`src/rtl/booth_pkg.sv`:
```
// booth_pkg: shared widths, FSM state encoding and radix-4 Booth recode selector.
// Used by all booth_mul_ctrl files; BOOTH_UNSIGNED_EN is handled in the interface and top.
package booth_pkg;
  localparam int W = 64;
  localparam int ACC_W = W + 2;
  localparam int ITER = W / 2;
  typedef enum logic [1:0] {S_IDLE, S_NEG, S_ITER, S_DONE} state_t;
  typedef enum logic [2:0] {PP_ZERO, PP_PX, PP_P2X, PP_NX, PP_N2X} pp_sel_t;
  function automatic pp_sel_t recode(input logic [2:0] w);
    return (w == 3'b000 || w == 3'b111) ? PP_ZERO :
           (w == 3'b011) ? PP_P2X :
           (w == 3'b100) ? PP_N2X :
           w[2] ? PP_NX : PP_PX;
  endfunction
endpackage

```
`src/rtl/booth_mul_ctrl_if.sv`:
```
// booth_mul_ctrl_if: operand/result valid-ready bundle; in_signed exists only with BOOTH_UNSIGNED_EN.
interface booth_mul_ctrl_if;
  logic in_valid, in_ready, out_valid, out_ready, busy;
  logic [63:0] in_x, in_y;
  logic [127:0] out_p;
`ifdef BOOTH_UNSIGNED_EN
  logic in_signed;
`endif
  modport master (
`ifdef BOOTH_UNSIGNED_EN
    output in_signed,
`endif
    output in_valid, in_x, in_y, out_ready,
    input in_ready, out_valid, out_p, busy
  );
  modport slave (
`ifdef BOOTH_UNSIGNED_EN
    input in_signed,
`endif
    input in_valid, in_x, in_y, out_ready,
    output in_ready, out_valid, out_p, busy
  );
endinterface

```
`src/rtl/adder_66.sv`:
```
// adder_66: the single shared 66-bit adder; carry-out is never needed.
module adder_66 (
  input  logic [65:0] a,
  input  logic [65:0] b,
  output logic [65:0] s
);
  assign s = a + b;
endmodule

```
`src/rtl/booth_pp_sel.sv`:
```
// booth_pp_sel: maps a 3-bit Booth window to the 66-bit partial product from X and NX.
module booth_pp_sel
  import booth_pkg::*;
(
  input  logic [2:0]       win,
  input  logic [ACC_W-1:0] x,
  input  logic [ACC_W-1:0] nx,
  output logic [ACC_W-1:0] pp
);
  pp_sel_t sel;
  assign sel = recode(win);
  always_comb
    pp = (sel == PP_PX)  ? x :
         (sel == PP_P2X) ? {x[ACC_W-2:0], 1'b0} :
         (sel == PP_NX)  ? nx :
         (sel == PP_N2X) ? {nx[ACC_W-2:0], 1'b0} : '0;
endmodule

```
`src/rtl/booth_mul_ctrl.sv`:
```
// booth_mul_ctrl: iterative radix-4 Booth 64x64 -> 128 multiplier sharing one adder_66.
// BOOTH_UNSIGNED_EN adds a per-op in_signed select (unsigned ops take one extra iteration).
module booth_mul_ctrl
  import booth_pkg::*;
(
  input logic            clk,
  input logic            rst_n,
  booth_mul_ctrl_if.slave bus
);
  state_t state, nxt;
  logic [ACC_W-1:0] x, nx, acc, y, a, b, sum, pp;
  logic y_ext, sgn, in_sgn;
  logic [5:0] cnt, last;
`ifdef BOOTH_UNSIGNED_EN
  assign in_sgn = bus.in_signed;
`else
  assign in_sgn = 1'b1;
`endif
  // Y is kept 66 bits wide so an unsigned op can run a 33rd, zero-extended pair.
  assign last = sgn ? 6'(ITER - 1) : 6'(ITER);
  booth_pp_sel u_pp (.win({y[1:0], y_ext}), .x(x), .nx(nx), .pp(pp));
  adder_66 u_add (.a(a), .b(b), .s(sum));
  always_comb begin
    a = (state == S_NEG) ? ~x : acc;
    b = (state == S_NEG) ? ACC_W'(1) : pp;
  end
  always_comb begin
    nxt = state;
    case (state)
      S_IDLE: nxt = bus.in_valid ? S_NEG : S_IDLE;
      S_NEG:  nxt = S_ITER;
      S_ITER: nxt = (cnt == last) ? S_DONE : S_ITER;
      S_DONE: nxt = bus.out_ready ? S_IDLE : S_DONE;
      default: nxt = S_IDLE;
    endcase
  end
  always_ff @(posedge clk or negedge rst_n) begin
    if (!rst_n) begin
      state <= S_IDLE;
      x <= '0;
      nx <= '0;
      acc <= '0;
      y <= '0;
      y_ext <= 1'b0;
      cnt <= '0;
      sgn <= 1'b1;
    end else begin
      state <= nxt;
      if (state == S_IDLE && bus.in_valid) begin
        x <= {{2{bus.in_x[W-1] & in_sgn}}, bus.in_x};
        y <= {{2{bus.in_y[W-1] & in_sgn}}, bus.in_y};
        acc <= '0;
        y_ext <= 1'b0;
        cnt <= '0;
        sgn <= in_sgn;
      end
      if (state == S_NEG) nx <= sum;
      if (state == S_ITER) begin
        {acc, y, y_ext} <= {{2{sum[ACC_W-1]}}, sum, y[ACC_W-1:1]};
        cnt <= cnt + 6'd1;
      end
    end
  end
  assign bus.in_ready = (state == S_IDLE);
  assign bus.out_valid = (state == S_DONE);
  assign bus.busy = (state != S_IDLE);
  assign bus.out_p = (state != S_DONE) ? '0 : sgn ? {acc[W-1:0], y[ACC_W-1:2]} : {acc[W-3:0], y};
endmodule
```
`src/flat_wrapper.sv`:
```
// flat-port wrapper written by rule: the top's interface ports become plain ports
module booth_mul_ctrl_flat import booth_pkg::*;
  (clk, rst_n, bus_in_valid, bus_in_x, bus_in_y, bus_out_ready, bus_in_ready, bus_out_valid, bus_out_p, bus_busy);
  booth_mul_ctrl_if bus_i ();
  input logic clk;
  input logic rst_n;
  input wire logic [$bits(bus_i.in_valid)-1:0] bus_in_valid;
  input wire logic [$bits(bus_i.in_x)-1:0] bus_in_x;
  input wire logic [$bits(bus_i.in_y)-1:0] bus_in_y;
  input wire logic [$bits(bus_i.out_ready)-1:0] bus_out_ready;
  output wire logic [$bits(bus_i.in_ready)-1:0] bus_in_ready;
  output wire logic [$bits(bus_i.out_valid)-1:0] bus_out_valid;
  output wire logic [$bits(bus_i.out_p)-1:0] bus_out_p;
  output wire logic [$bits(bus_i.busy)-1:0] bus_busy;
  assign bus_i.in_valid = bus_in_valid;
  assign bus_i.in_x = bus_in_x;
  assign bus_i.in_y = bus_in_y;
  assign bus_i.out_ready = bus_out_ready;
  assign bus_in_ready = bus_i.in_ready;
  assign bus_out_valid = bus_i.out_valid;
  assign bus_out_p = bus_i.out_p;
  assign bus_busy = bus_i.busy;
  booth_mul_ctrl u_core (.clk(clk), .rst_n(rst_n), .bus(bus_i));
endmodule
```
`config.mk`:
```
export PLATFORM = sky130hd
export DESIGN_NAME = booth_mul_ctrl_flat
export DESIGN_NICKNAME = d
export VERILOG_FILES = /design/src/rtl/booth_pkg.sv /design/src/rtl/booth_mul_ctrl_if.sv /design/src/rtl/adder_66.sv /design/src/rtl/booth_pp_sel.sv /design/src/rtl/booth_mul_ctrl.sv /design/src/flat_wrapper.sv
export SDC_FILE = /design/constraint.sdc
export NUM_CORES = 1
export LEC_CHECK = 0
export CORE_MARGIN = 2
export CORE_UTILIZATION = 56
export DETAILED_ROUTE_END_ITERATION = 6
export PLACE_DENSITY = 0.81
export SYNTH_ARGS = -nofsm -noshare
export SYNTH_HDL_FRONTEND = slang
export SYNTH_HIERARCHICAL = 1
export SYNTH_SLANG_ARGS = --single-unit
```
`constraint.sdc`:
```
create_clock -name clk -period 4.8 [get_ports clk]
set_input_delay 0.48 -clock clk [delete_from_list [all_inputs] [get_ports clk]]
set_output_delay 0.48 -clock clk [all_outputs]
set_load 0.01 [all_outputs]
```
# Yosys cells after proc, flatten, opt, wreduce, memory -nomap -nowiden
# Index checks and enable logic that the tools add are counted.
# word_totals
register_bits	271
inputBits	132
out_inout_bits	131
wordCells	51
# op_classes
addsub	2
n_eq_ne	12
muxes	23
bitwise_logic	1
n_reduce_logical	6
# ops
cell	n
$mux 66	10
$mux 128	1
$add 66x66->66	1
$not 66->66	1
$mux 6	2
$eq 3x2->1 const B	3
$eq 3x3->1 const B	3
$mux 3	3
$pmux 2 s4	1
$add 6x1->6 const B	1
$eq 6x5->1 const B	1
$eq 2x2->1 const B	2
$mux 1	4
$mux 2	2
$reduce_bool 2->1	2
$eq 3x1->1 const B	1
$logic_not 3->1	1
$eq 2x1->1 const B	1
$logic_not 2->1	1
$ne 2x2->1 const B	1
$logic_and 1x1->1	1
$logic_or 1x1->1	1

# Depth between registers and ports, before layout
# Gate-level depths: netlist (run 1).
# depth
ltp_word	12
ltp_mapped	21
ltp_nobuf	20

# Hierarchy
# The synthesis (run 1) kept the hierarchy.
# by_module_without_submodules
mod	instances	cells_each	area_per_inst_um2	seq_area_each_um2
booth_mul_ctrl	1	1395	12627.1	6731.5
adder_66	1	653	4329.2	0.0
booth_pp_sel	1	382	2028.2	0.0

# Worst setup path before layout (run 1)
# No wires, ideal clock.
# synth_path
kind	flip-flop to flip-flop
start	reg u_core.y_ext
end	reg u_core.nx[20]
setup_ps	125
t_arrival_ps	3913
required_ps	4675
path_slack_ps	762
stages_incl_launch_ff	21
n_path_buf	2
cell_sequence	dfrtp_1 -> inv_1 -> ha_1 -> inv_2 -> buf_2 -> clkbuf_1 -> nor2_1 -> a2bb2oi_1 -> o21ai_1 -> and2_1 -> inv_1 -> fa_1 -> nand2b_1 -> a211oi_1 -> o21ai_1 -> o31ai_1 -> a21o_1 -> a21oi_1 -> o21bai_1 -> xor2_1 -> mux2_2
# synth_via
elab_chain_cells	11
# synth_lines
element	line_no	source
start, declared	booth_mul_ctrl.sv:12	logic y_ext, sgn, in_sgn;
start signal, assigned	booth_mul_ctrl.sv:59	{acc, y, y_ext} <= {{2{sum[ACC_W-1]}}, sum, y[ACC_W-1:1]};
$eq 3x3->1	booth_pkg.sv:12	(w == 3'b100) ? PP_N2X :
$mux 3	booth_pkg.sv:12	
$mux 3	booth_pkg.sv:11	(w == 3'b011) ? PP_P2X :
$mux 3 (*)	booth_pkg.sv:10	return (w == 3'b000 || w == 3'b111) ? PP_ZERO :
$eq 3x3->1	booth_pp_sel.sv:16	(sel == PP_N2X) ? {nx[ACC_W-2:0], 1'b0} : '0;
$mux 66	booth_pp_sel.sv:16	
$mux 66	booth_pp_sel.sv:15	(sel == PP_NX) ? nx :
$mux 66	booth_pp_sel.sv:14	(sel == PP_P2X) ? {x[ACC_W-2:0], 1'b0} :
$mux 66 (*)	booth_pp_sel.sv:13	pp = (sel == PP_PX) ? x :
via u_core.pp[1]	booth_mul_ctrl.sv:11	logic [ACC_W-1:0] x, nx, acc, y, a, b, sum, pp;
$mux 66 (*)	booth_mul_ctrl.sv:25	b = (state == S_NEG) ? ACC_W'(1) : pp;
via u_core.b[1]	booth_mul_ctrl.sv:11	
$add 66x66->66 (*)	adder_66.sv:7	assign s = a + b;
via u_core.sum[20]	booth_mul_ctrl.sv:11	
end signal, assigned	booth_mul_ctrl.sv:57	if (state == S_NEG) nx <= sum;
end, declared	booth_mul_ctrl.sv:11	
# The timed path passes the listed nets; every way through them passes the cells marked *.
# A chain may end at the register's enable or synchronous reset.

# Worst setup path in the final report (run 1)
# layout_path
start	reg u_core.y[0]
end	reg u_core.nx[28]
# layout_lines
element	line_no	source
start, declared	booth_mul_ctrl.sv:11	
start signal, assigned	booth_mul_ctrl.sv:51	y <= {{2{bus.in_y[W-1] & in_sgn}}, bus.in_y};
start signal, assigned	booth_mul_ctrl.sv:59	
$eq 3x3->1	booth_pkg.sv:12	
$mux 3	booth_pkg.sv:12	
$mux 3	booth_pkg.sv:11	
$mux 3 (*)	booth_pkg.sv:10	
$eq 3x2->1	booth_pp_sel.sv:15	
$mux 66	booth_pp_sel.sv:15	
$mux 66	booth_pp_sel.sv:14	
$mux 66 (*)	booth_pp_sel.sv:13	
via u_core.pp[0]	booth_mul_ctrl.sv:11	
$mux 66 (*)	booth_mul_ctrl.sv:25	
via u_core.b[0]	booth_mul_ctrl.sv:11	
$add 66x66->66 (*)	adder_66.sv:7	
via u_core.sum[28]	booth_mul_ctrl.sv:11	
# Marked as above.

==> run_results.csv, run 1 <==
group,metric,value,unit
run_status,outcome,"finished, final reports clean",
synth,synth_cell_types,75,
cts,clk_latency,0.60,ns
worst_setup_path,crit_end_element,"register",
drt,detail_route.vias_per_cell,6.17,
synth,post_synth.cell_area_avg,7.81,µm²
global_routing,grt_antenna_before_repair,0,
sta,hold_violations,0,
sta,final_min_period_over_clock_period,95.0,%
min_path,hold_start,"bus_in_x[14]",
global_routing,grt_overflow,0,
worst_setup_path,r2r_start,"u_core/y[0]$_DFFE_PN0P_",
cells_and_area,area_growth,21.0,%
placement,io_buffer_count,262,
placement,dp.final_hpwl,40700,µm
die,num_rows,67,
cells_and_area,layout-drive-gt1-share,8.45,%
drt,drt_pass1_iterations,6,
cts,ctsHtreeMaxLevel,1,
placement,routabilityCongestion,0.960,
worst_setup_path,timing.critical_path.cells,"inv_1 -> ha_2 -> buf_4 -> nand2_1 -> o21ai_0 -> nand2b_1 -> ha_1 -> inv_1 -> fa_1 -> nand2b_1 -> a211oi_1 -> o2111ai_1 -> a21o_1 -> a21oi_1 -> o21ai_0 -> o311ai_0 -> mux2_2",
die,die_w,188,µm
cts,cts_max_path_buffers,3,
die,die-area,35400,µm²
die,top_level_ports,263,
drt,detail_route.wirelength,58700,µm
drt,drt-wirelength-per-cell,19.2,µm
sta,tightestPinTransition,0.942,ns
worst_setup_path,cp.arrival,5.09,ns
worst_setup_path,worst-endpoint-required,5.33,ns
worst_setup_path,cpMaxStageDelayCell,"sky130_fd_sc_hd__o311ai_0",
synth,synth_enable_flop_cells,0,
min_path,min_path_cells,3,
worst_setup_path,worst_r2r_endpoint,"u_core/nx[28]$_DFFE_PN0P_",
cts,cts_inserted_buffers,31,
synth,syn-num-nets,2632,
synth,ys.warnings.count,6,
cts,clkSlewWorstSetupHoldPaths,0.06,ns
drt,ant_nets,0,
cts,clock_sinks,269,
placement,dpl-instance-area,21700,µm²
sta,finish_stage_setup_viols,0,
sta,max-slew-margin-rel,37.2,%
drt,routed-via-count,18800,
worst_setup_path,setup.worst_path.class,"register to register",
synth,synth_sequential_area_ratio,35.5,%
min_path,whs_endpoint,"u_core/x[14]$_DFFE_PN0P_",
sta,clock_skew,0.0185,ns
synth,synth_ff_type,"sky130_fd_sc_hd__dfrtp_1",
worst_setup_path,r2r_cells,17,
synth,ys_ff_latch,269,
cells_and_area,mostFrequentLayoutCells,"sky130_fd_sc_hd__nand2_1, sky130_fd_sc_hd__dfrtp_1, sky130_fd_sc_hd__clkdlybuf4s50_1",
sta,layout_min_cycle_time,4.56,ns
synth,syn_inst,2430,
cts,clockRootBuffer,"sky130_fd_sc_hd__clkbuf_16",
global_routing,grt_use_total,32.4,%
cells_and_area,num-nets-final,2782,
synth,mappedNetlistArea,19000,µm²
job,cap_viol_max_count,0,
drt,drc,0,
sta,finalMaxSlewViolations,0,
die,design.core.area,33400,µm²
sta,achievable-frequency,219,MHz
drt,drt_iter0_markers,1604,
cells_and_area,antenna_cells,0,
min_path,timing.hold.worst.class,"input port to register",
die,initial_utilization,56.8,%
cells_and_area,layout.cells.most_common,"sky130_fd_sc_hd__nand2_1",
worst_setup_path,timing.critical_path.fanout_max,34,
worst_setup_path,setup.reg_to_reg.worst_slack,0.24,ns
synth,async_flop_share,100,%
worst_setup_path,critical_path.max_stage_delay,0.58,ns
cts,cts_tree,"done",
global_routing,grt_pass1_wl,94900,µm
cells_and_area,final_instance_area,23000,µm²
global_routing,grt_start_max_net_pins,108,
global_routing,first_global_vias,18400,
worst_setup_path,critical_path.startpoint_type,"register",
die,die-height,188,µm
-- flip-flops by register name, indices dropped and copies added (netlist names) --
| register | cells |
|---|---|
| u_core/y_ext | 1 |
| u_core/x | 64 |
| u_core/acc | 64 |
| u_core/state | 2 |
| u_core/cnt | 6 |
| u_core/nx | 66 |
| u_core/y | 66 |
-- per-stage QoR --
| stage | utilization, % | hold slack, ns | TNS (ns) | instances | worst slack (ns) |
|---|---|---|---|---|---|
| 5_1_grt | 68.7 | 0.419 | -0.00734 | 3051 | -0.00734 |
| 2_1_floorplan | - | 0.184 | 0 | 2430 | 0.762 |
| 6_report | 68.7 | 0.411 | 0 | 3051 | 0.238 |
| 4_1_cts | 68.4 | 0.395 | 0 | 3048 | 0.144 |
| 3_3_place_gp | 64.9 | 0.463 | 0 | 2991 | 0.299 |
| 3_5_place_dp | 64.9 | 0.479 | 0 | 2991 | 0.161 |
-- worst max path at each step --
stage | slack [ns] | start | endpoint | cells after the start
final | 0.24 | u_core/y[0]$_DFFE_PN0P_ | u_core/nx[28]$_DFFE_PN0P_ | 17
after global routing | -0.007 | u_core/y[0]$_DFFE_PN0P_ | u_core/nx[53]$_DFFE_PN0P_ | 19
after CTS | 0.14 | u_core/y[0]$_DFFE_PN0P_ | u_core/nx[59]$_DFFE_PN0P_ | 18
after detailed placement | 0.16 | u_core/y[0]$_DFFE_PN0P_ | u_core/nx[59]$_DFFE_PN0P_ | 18
after global placement | 0.30 | u_core/y_ext$_DFFE_PN0P_ | u_core/nx[58]$_DFFE_PN0P_ | 17
after floorplan | 0.76 | u_core/y_ext$_DFFE_PN0P_ | u_core/nx[20]$_DFFE_PN0P_ | 20
-- cell usage after synthesis, types with 6 or more instances --
| cell | n | area share (%) |
|---|---|---|
| sky130_fd_sc_hd__ha_1 | 69 | 4.5 |
| sky130_fd_sc_hd__dfrtp_1 | 269 | 35 |
| sky130_fd_sc_hd__and2_1 | 68 | 2.2 |
| sky130_fd_sc_hd__buf_6 | 12 | 0.71 |
| sky130_fd_sc_hd__nand3_1 | 83 | 2.2 |
| sky130_fd_sc_hd__o21bai_1 | 16 | 0.63 |
| sky130_fd_sc_hd__nor2_1 | 179 | 3.5 |
| sky130_fd_sc_hd__a31oi_1 | 9 | 0.30 |
| sky130_fd_sc_hd__a2bb2oi_1 | 65 | 3.0 |
| sky130_fd_sc_hd__xnor2_1 | 42 | 1.9 |
| sky130_fd_sc_hd__inv_1 | 28 | 0.55 |
| sky130_fd_sc_hd__nand2b_1 | 10 | 0.33 |
| sky130_fd_sc_hd__nand2_1 | 534 | 11 |
| sky130_fd_sc_hd__nor4_1 | 7 | 0.23 |
| sky130_fd_sc_hd__buf_4 | 11 | 0.43 |
| sky130_fd_sc_hd__nor2b_1 | 8 | 0.26 |
| sky130_fd_sc_hd__o21ai_1 | 67 | 1.8 |
| sky130_fd_sc_hd__a21oi_1 | 91 | 2.4 |
| sky130_fd_sc_hd__nor3_1 | 138 | 3.6 |
| sky130_fd_sc_hd__clkbuf_1 | 86 | 1.7 |
| sky130_fd_sc_hd__o211ai_1 | 8 | 0.32 |
| sky130_fd_sc_hd__buf_1 | 7 | 0.14 |
| sky130_fd_sc_hd__or3_1 | 7 | 0.23 |
| sky130_fd_sc_hd__buf_2 | 82 | 2.2 |
| sky130_fd_sc_hd__o31ai_1 | 6 | 0.24 |
| sky130_fd_sc_hd__mux2_2 | 67 | 4.0 |
| sky130_fd_sc_hd__nand4_1 | 27 | 0.89 |
| sky130_fd_sc_hd__and3_1 | 133 | 4.4 |
| sky130_fd_sc_hd__o21ai_0 | 111 | 2.9 |
| sky130_fd_sc_hd__o22ai_2 | 7 | 0.46 |
| sky130_fd_sc_hd__a21o_1 | 24 | 0.95 |
| sky130_fd_sc_hd__xor2_1 | 19 | 0.88 |
| sky130_fd_sc_hd__o22ai_1 | 59 | 1.9 |
-- cell type report --
class	count	area (µm²)
tap	448	561
sequential	269	6740
fill	2735	10500
timing repair buffer	318	3220
inverter	30	113
clock buffer	45	908
multi-input combinational	1930	11200
clock inverter	11	229
-- kinds of logic after synthesis --
logic type / count (synthesis) / synth area share (%)
DFF: 269 / 35.5
xor gates and xnor gates: 61 / 2.81
AOI/OAI and AO/OA: 523 / 17.8
adders and majority gates: 70 / 4.65
buffers and inverters: 231 / 6.01
and+or+nand+nor: 1207 / 29.1
muxes: 69 / 4.08
-- critical path: cells and delay by family, from the launching register on --
family                     cells  cell delay [ns]
and+or+nand+nor                3             0.44
adders and majority gates      3             0.96
AOI/OAI and AO/OA              7             1.94
muxes                          1             0.27
DFF                            1             0.39
buffers and inverters          3             0.51
-- layer usage --
| layer | up-vias | global-route usage (%) | part of all wire [%] |
|---|---|---|---|
| met2 | 909 | 52.4 | 46 |
| met5 | - | 0 | 0 |
| met1 | 8995 | 43.2 | 42 |
| met4 | 0 | 12.1 | 3.6 |
| li1 | 8785 | - | - |
| met3 | 124 | 6.23 | 8.4 |
-- repair_timing --
item | in CTS | in global routing
resized for setup | 0 | 14
endpoints found under the setup margin | 0 | 31
hold endpoints to repair | 26 | 0
setup buffers | 0 | 2
hold buffers | 1 | 0
Power of run 1 is not shown: default switching activity piles up to over one toggle a cycle in this logic, so the estimate is an artifact.
==> run 2, diff against run 1 <==
--- a/config.mk
+++ b/config.mk
@@ -9,7 +9,9 @@
 export CORE_UTILIZATION = 56
 export DETAILED_ROUTE_END_ITERATION = 6
 export PLACE_DENSITY = 0.81
+export REMOVE_ABC_BUFFERS = 1
 export SYNTH_ARGS = -nofsm -noshare
 export SYNTH_HDL_FRONTEND = slang
 export SYNTH_HIERARCHICAL = 1
 export SYNTH_SLANG_ARGS = --single-unit
+export TNS_END_PERCENT = 50
==> run_results.csv, run 2 (synthesized netlist as in run 1, its figures left out) <==
group,metric,value,unit
run_status,outcome,"finished with violations",
run_status,failed_checks,"hold timing",
cts,postCtsHoldBufs,0,
die,die-area,35400,µm²
worst_setup_path,crit_end_element,"register",
die,initial_utilization,56.8,%
placement,io_buffer_count,262,
global_routing,grt_start_max_net_pins,136,
worst_setup_path,critical_path.startpoint_type,"register",
die,top_level_ports,263,
cts,clockRootBuffer,"sky130_fd_sc_hd__clkbuf_16",
cells_and_area,filler_cell_count,2703,
placement,dpl-instance-area,21700,µm²
global_routing,grt_use_total,31.0,%
die,die_w,188,µm
sta,clock_skew,0.0185,ns
placement,routabilityCongestion,0.963,
die,num_rows,67,
cells_and_area,antenna_cells,0,
sta,hold_ws,-0.0389,ns
cells_and_area,final_instance_area,22900,µm²
min_path,timing.hold.worst.class,"input port to asynchronous set/reset pin",
sta,layout_min_cycle_time,4.55,ns
drt,drt-wirelength-per-cell,18.7,µm
global_routing,grt_most_used_layer,"met2",
drt,detail_route.vias_per_cell,6.17,
global_routing,grt_pass1_wl,92100,µm
worst_setup_path,r2r_cells,19,
die,design.core.area,33400,µm²
worst_setup_path,timing.critical_path.fanout_max,24,
placement,placedCellCount,2985,
cts,cts_max_path_buffers,3,
sta,hold_violations,7,
cells_and_area,final-instance-count-excl-fill,3053,
global_routing,global_route_track_usage_on_met2,50.1,%
global_routing,grt_antenna_before_repair,1,
sta,final_min_period_over_clock_period,94.7,%
die,die-height,188,µm
worst_setup_path,worst_r2r_endpoint,"u_core/nx[61]$_DFFE_PN0P_",
drt,detail_route.wirelength,57000,µm
drt,drt_pass1_iterations,5,
sta,achievable-frequency,220,MHz
global_routing,grt_overflow,0,
cts,clkSlewWorstSetupHoldPaths,0.06,ns
worst_setup_path,setup.worst_path.class,"register to register",
global_routing,global_route.usage.met3,5.71,%
cells_and_area,largest_registers,"u_core/nx (66), u_core/y (66)",
drt,drt_iter0_markers,1757,
cells_and_area,layout-drive-gt1-share,8.29,%
cts,clk_latency,0.52,ns
global_routing,first_global_vias,18200,
worst_setup_path,cp.arrival,4.94,ns
cells_and_area,mostFrequentLayoutCells,"sky130_fd_sc_hd__nand2_1, sky130_fd_sc_hd__dfrtp_1, sky130_fd_sc_hd__clkdlybuf4s50_1",
sta,tightestPinTransition,1.28,ns
cts,clock_sinks,269,
sta,finish_stage_setup_viols,0,
drt,ant_nets,0,
sta,max-slew-margin-rel,15.0,%
drt,drc,0,
job,cap_viol_max_count,0,
placement,dp.final_hpwl,37800,µm
cts,ctsHtreeMaxLevel,2,
cts,cts_inserted_buffers,34,
cts,cts_tree,"done",
worst_setup_path,r2r_start,"u_core/y_ext$_DFFE_PN0P_",
cells_and_area,num-nets-final,2781,
sta,finalMaxSlewViolations,0,
drt,routed-via-count,18800,
global_routing,grt_use_met1,42.8,%
worst_setup_path,setup.reg_to_reg.worst_slack,0.25,ns
cells_and_area,area_growth,20.8,%
worst_setup_path,worst-endpoint-required,5.19,ns
cells_and_area,layout.cells.most_common,"sky130_fd_sc_hd__nand2_1",
[run 2: changes by cell type in the layout (fill, tap and decap cells not counted), moves of 3 or more]
| cell | previous run | this run |
|---|---|---|
| sky130_fd_sc_hd__bufinv_16 | 6 | 1 |
| sky130_fd_sc_hd__clkbuf_16 | 32 | 37 |
| sky130_fd_sc_hd__clkbuf_1 | 6 | 10 |
| sky130_fd_sc_hd__clkinv_2 | 1 | 5 |
| sky130_fd_sc_hd__a211oi_1 | 5 | 2 |
| sky130_fd_sc_hd__a211oi_2 | 1 | 4 |
| sky130_fd_sc_hd__buf_4 | 40 | 37 |
[run 2: how the worst max path moves through the flow]
stage / to / startpoint
after global placement: u_core/nx[58]$_DFFE_PN0P_ / u_core/y_ext$_DFFE_PN0P_
after detailed placement: u_core/nx[58]$_DFFE_PN0P_ / u_core/y_ext$_DFFE_PN0P_
after floorplan: u_core/nx[20]$_DFFE_PN0P_ / u_core/state[0]$_DFF_PN0_
after CTS: u_core/nx[58]$_DFFE_PN0P_ / u_core/y_ext$_DFFE_PN0P_
after global routing: u_core/nx[50]$_DFFE_PN0P_ / u_core/y[0]$_DFFE_PN0P_
final: u_core/nx[61]$_DFFE_PN0P_ / u_core/y_ext$_DFFE_PN0P_
[run 2: cell type report]
type | instances | area (µm²) | area share (%)
inverter | 30 | 113 | 0.491
multi-input combinational | 1930 | 11200 | 48.8
clock buffer | 53 | 1020 | 4.46
tap | 448 | 561 | 2.44
timing repair buffer | 314 | 3220 | 14.0
clock inverter | 9 | 96.3 | 0.420
sequential | 269 | 6740 | 29.4
[run 2: critical path, stage by stage (launching register included)]
cell and delay [ns]:
sky130_fd_sc_hd__dfrtp_1 0.40, sky130_fd_sc_hd__inv_1 0.07, sky130_fd_sc_hd__ha_2 0.38, sky130_fd_sc_hd__inv_2 0.08, sky130_fd_sc_hd__a211oi_4 0.24, sky130_fd_sc_hd__buf_4 0.19, sky130_fd_sc_hd__clkbuf_16 0.22, sky130_fd_sc_hd__nand2_1 0.07
sky130_fd_sc_hd__o21ai_1 0.07, sky130_fd_sc_hd__and2_1 0.13, sky130_fd_sc_hd__ha_1 0.34, sky130_fd_sc_hd__a21oi_4 0.24, sky130_fd_sc_hd__o21ai_2 0.08, sky130_fd_sc_hd__a221o_1 0.39, sky130_fd_sc_hd__a2111o_1 0.40, sky130_fd_sc_hd__o21ai_2 0.25
sky130_fd_sc_hd__o21ai_2 0.15, sky130_fd_sc_hd__a211oi_2 0.29, sky130_fd_sc_hd__xnor2_1 0.13, sky130_fd_sc_hd__mux2_2 0.27
[run 2: per-layer routing]
| layer | vias up | share of wire [%] |
|---|---|---|
| met2 | 858 | 46 |
| met3 | 104 | 8.2 |
| met4 | 2 | 2.2 |
| met1 | 9058 | 44 |
| li1 | 8810 | - |
| met5 | - | 0.021 |
[run 2: metrics by stage]
stage | utilization [%] | setup TNS [ns] | setup WS (ns)
final | 68.6 | 0 | 0.255
after global routing | 68.6 | -0.00905 | -0.00905
after CTS | 68.3 | 0 | 0.236
after detailed placement | 64.9 | 0 | 0.252
after global placement | 64.9 | 0 | 0.445
after floorplan | - | -1001.32 | -4.36
[run 2: what timing repair did]
| item | 4_1_cts | 5_1_grt |
|---|---|---|
| hold endpoints to repair | 0 | 0 |
| setup buffers | 0 | 4 |
| gates resized for setup | 0 | 6 |
| setup endpoints to repair | 0 | 18 |
Power of run 2 is left out for the same reason.
==> run 3, diff against run 2 <==
--- a/config.mk
+++ b/config.mk
@@ -8,8 +8,9 @@
 export CORE_MARGIN = 2
 export CORE_UTILIZATION = 56
 export DETAILED_ROUTE_END_ITERATION = 6
-export PLACE_DENSITY = 0.81
+export PLACE_DENSITY = 0.84
 export REMOVE_ABC_BUFFERS = 1
+export SLEW_MARGIN = 20
 export SYNTH_ARGS = -nofsm -noshare
 export SYNTH_HDL_FRONTEND = slang
 export SYNTH_HIERARCHICAL = 1
==> run_results.csv, run 3 (synthesized netlist as in run 1, its figures left out) <==
group,metric,value,unit
sta,achievable-frequency,216,MHz
die,design.core.area,33400,µm²
cells_and_area,area.sequential,6740,µm²
job,cap_viol_max_count,0,
die,die-height,188,µm
sta,finish_stage_setup_viols,0,
placement,io_buffer_count,262,
cts,postCtsHoldBufs,0,
drt,drt_pass1_iterations,6,
worst_setup_path,timing.critical_path.fanout_max,49,
run_status,outcome,"finished with violations",
cts,cts_inserted_buffers,30,
cells_and_area,multi_input_comb_area,11200,µm²
drt,drt-wirelength-per-cell,18.8,µm
worst_setup_path,crit_end_element,"register",
global_routing,first_global_vias,18300,
run_status,failed_checks,"hold timing",
global_routing,grt_antenna_before_repair,0,
sta,finalMaxSlewViolations,0,
sta,hold_ws,-0.0269,ns
sta,hold_violations,4,
cts,post_cts.resized_instances,0,
die,num_rows,67,
cts,clockRootBuffer,"sky130_fd_sc_hd__clkbuf_16",
sta,max-slew-margin-rel,35.5,%
global_routing,grt_use_total,31.7,%
sta,layout_min_cycle_time,4.63,ns
worst_setup_path,cpMaxStageDelayCell,"sky130_fd_sc_hd__dfrtp_1",
die,top_level_ports,263,
drt,drt_iter0_markers,1703,
drt,ant_nets,0,
placement,routabilityCongestion,0.935,
cells_and_area,num-nets-final,2786,
cells_and_area,final_instance_area,22700,µm²
cells_and_area,largest_registers,"u_core/nx (66), u_core/y (66)",
global_routing,grt_pass1_wl,93700,µm
cts,clock_sinks,269,
cells_and_area,final-instance-count-excl-fill,3046,
drt,drc,0,
cells_and_area,finalCoreUtilization,67.9,%
drt,detail_route.vias_per_cell,6.17,
die,die-area,35400,µm²
min_path,timing.hold.worst.class,"input port to asynchronous set/reset pin",
global_routing,grt_overflow,0,
sta,grt_setup_unrepaired,"false",
placement,dp.final_hpwl,38500,µm
cells_and_area,antenna_cells,0,
global_routing,grt_start_max_net_pins,136,
worst_setup_path,timing.critical_path.cells,"inv_1 -> ha_2 -> inv_2 -> a211oi_4 -> buf_12 -> nand2_1 -> o21ai_0 -> nand2b_1 -> ha_1 -> inv_1 -> fa_1 -> nand2b_1 -> a211oi_1 -> buf_4 -> o2111ai_1 -> a21o_1 -> a21oi_1 -> a211oi_1 -> buf_4 -> o31ai_2 -> xor2_1 -> mux2_2",
cts,clkSlewWorstSetupHoldPaths,0.06,ns
cts,cts_tree,"done",
cts,clk_latency,0.58,ns
cts,ctsHtreeMaxLevel,1,
sta,final_min_period_over_clock_period,96.4,%
placement,placement.setup.worst_slack,0.186,ns
sta,clock_skew,0.0146,ns
cells_and_area,layout.cells.most_common,"sky130_fd_sc_hd__nand2_1",
cts,cts_max_path_buffers,3,
placement,placedCellCount,3000,
cells_and_area,area_growth,19.7,%
sta,final_ws_setup,0.174,ns
cells_and_area,layout-drive-gt1-share,8.16,%
sta,tightestPinTransition,0.966,ns
die,die_w,188,µm
worst_setup_path,setup.worst_path.class,"register to register",
die,initial_utilization,56.8,%
placement,dpl-instance-area,21800,µm²
drt,detail_route.wirelength,57300,µm
worst_setup_path,cp.arrival,5.08,ns
worst_setup_path,worst-endpoint-required,5.26,ns
worst_setup_path,critical_path.startpoint_type,"register",
cells_and_area,filler_cell_count,2752,
cts,number_of_buffers_inserted_by_post_cts_setup_repair,0,
drt,routed-via-count,18800,
cells_and_area,mostFrequentLayoutCells,"sky130_fd_sc_hd__nand2_1, sky130_fd_sc_hd__dfrtp_1, sky130_fd_sc_hd__clkdlybuf4s50_1",
worst_setup_path,critical_path.max_stage_delay,0.41,ns
run 3: changes by cell type in the layout (fill, tap and decap cells not counted), moves of 2 or more:
cell | before | now
sky130_fd_sc_hd__a211oi_2 | 4 | 2
sky130_fd_sc_hd__a211oi_1 | 2 | 4
sky130_fd_sc_hd__clkbuf_1 | 10 | 7
sky130_fd_sc_hd__buf_4 | 37 | 47
sky130_fd_sc_hd__clkbuf_16 | 37 | 30
sky130_fd_sc_hd__buf_6 | 0 | 2
sky130_fd_sc_hd__clkbuf_8 | 8 | 3
run 3: path summary, 6_finish.rpt:
| path | endpoint | depth (start not counted) | from | slack (ns) |
|---|---|---|---|---|
| worst max register to register | u_core/nx[64]$_DFFE_PN0P_ | 22 | u_core/y_ext$_DFFE_PN0P_ | 0.17 |
| min in group clk | u_core/x[42]$_DFFE_PN0P_ | 3 | bus_in_x[42] | 0.42 |
| worst min register to register | u_core/cnt[5]$_DFFE_PN0P_ | 1 | u_core/cnt[5]$_DFFE_PN0P_ | 0.51 |
| worst min-delay path | u_core/y[53]$_DFFE_PN0P_ | 1 | rst_n | -0.03 |
| worst max-delay path | u_core/nx[64]$_DFFE_PN0P_ | 22 | u_core/y_ext$_DFFE_PN0P_ | 0.17 |
| max in group asynchronous | u_core/x[38]$_DFFE_PN0P_ | 2 | rst_n | 3.76 |
run 3: metrics by stage:
step | hold slack, ns | setup TNS [ns]
after floorplan | 0.184 | -1001.32
after global placement | 0.488 | 0
after detailed placement | 0.504 | 0
after CTS | 0.0159 | 0
after global routing | 0.0708 | 0
final | -0.0269 | 0
run 3: per-layer routing:
metal / vias to the layer above / track usage, % / part of all wire (%) / routed length, µm
li1: 8787 / - / - / -
met1: 9053 / 43.1 / 43 / 24600
met2: 849 / 51.4 / 46 / 26400
met3: 114 / 5.65 / 8.1 / 4660
met4: 0 / 10.1 / 2.8 / 1620
met5: - / 0 / 0 / 0
run 3: area by class of cell:
class / instances / area share [%]
multi-input cells: 1930 / 49.3
flip-flops and latches: 269 / 29.7
repair buffers: 323 / 14.3
clock buffers: 40 / 3.60
well taps: 448 / 2.47
inverters: 30 / 0.495
clock inverters: 6 / 0.182
run 3: worst max-delay path: cells and delay by family, from the launching register on:
family,cells,cell delay (ns)
AOI/OAI and AO/OA,8,1.46
adders and majority gates,3,0.97
buffers and inverters,6,0.82
and+or+nand+nor,3,0.43
DFF,1,0.41
muxes,1,0.28
xor gates and xnor gates,1,0.12
Power of run 3 is left out for the same reason.
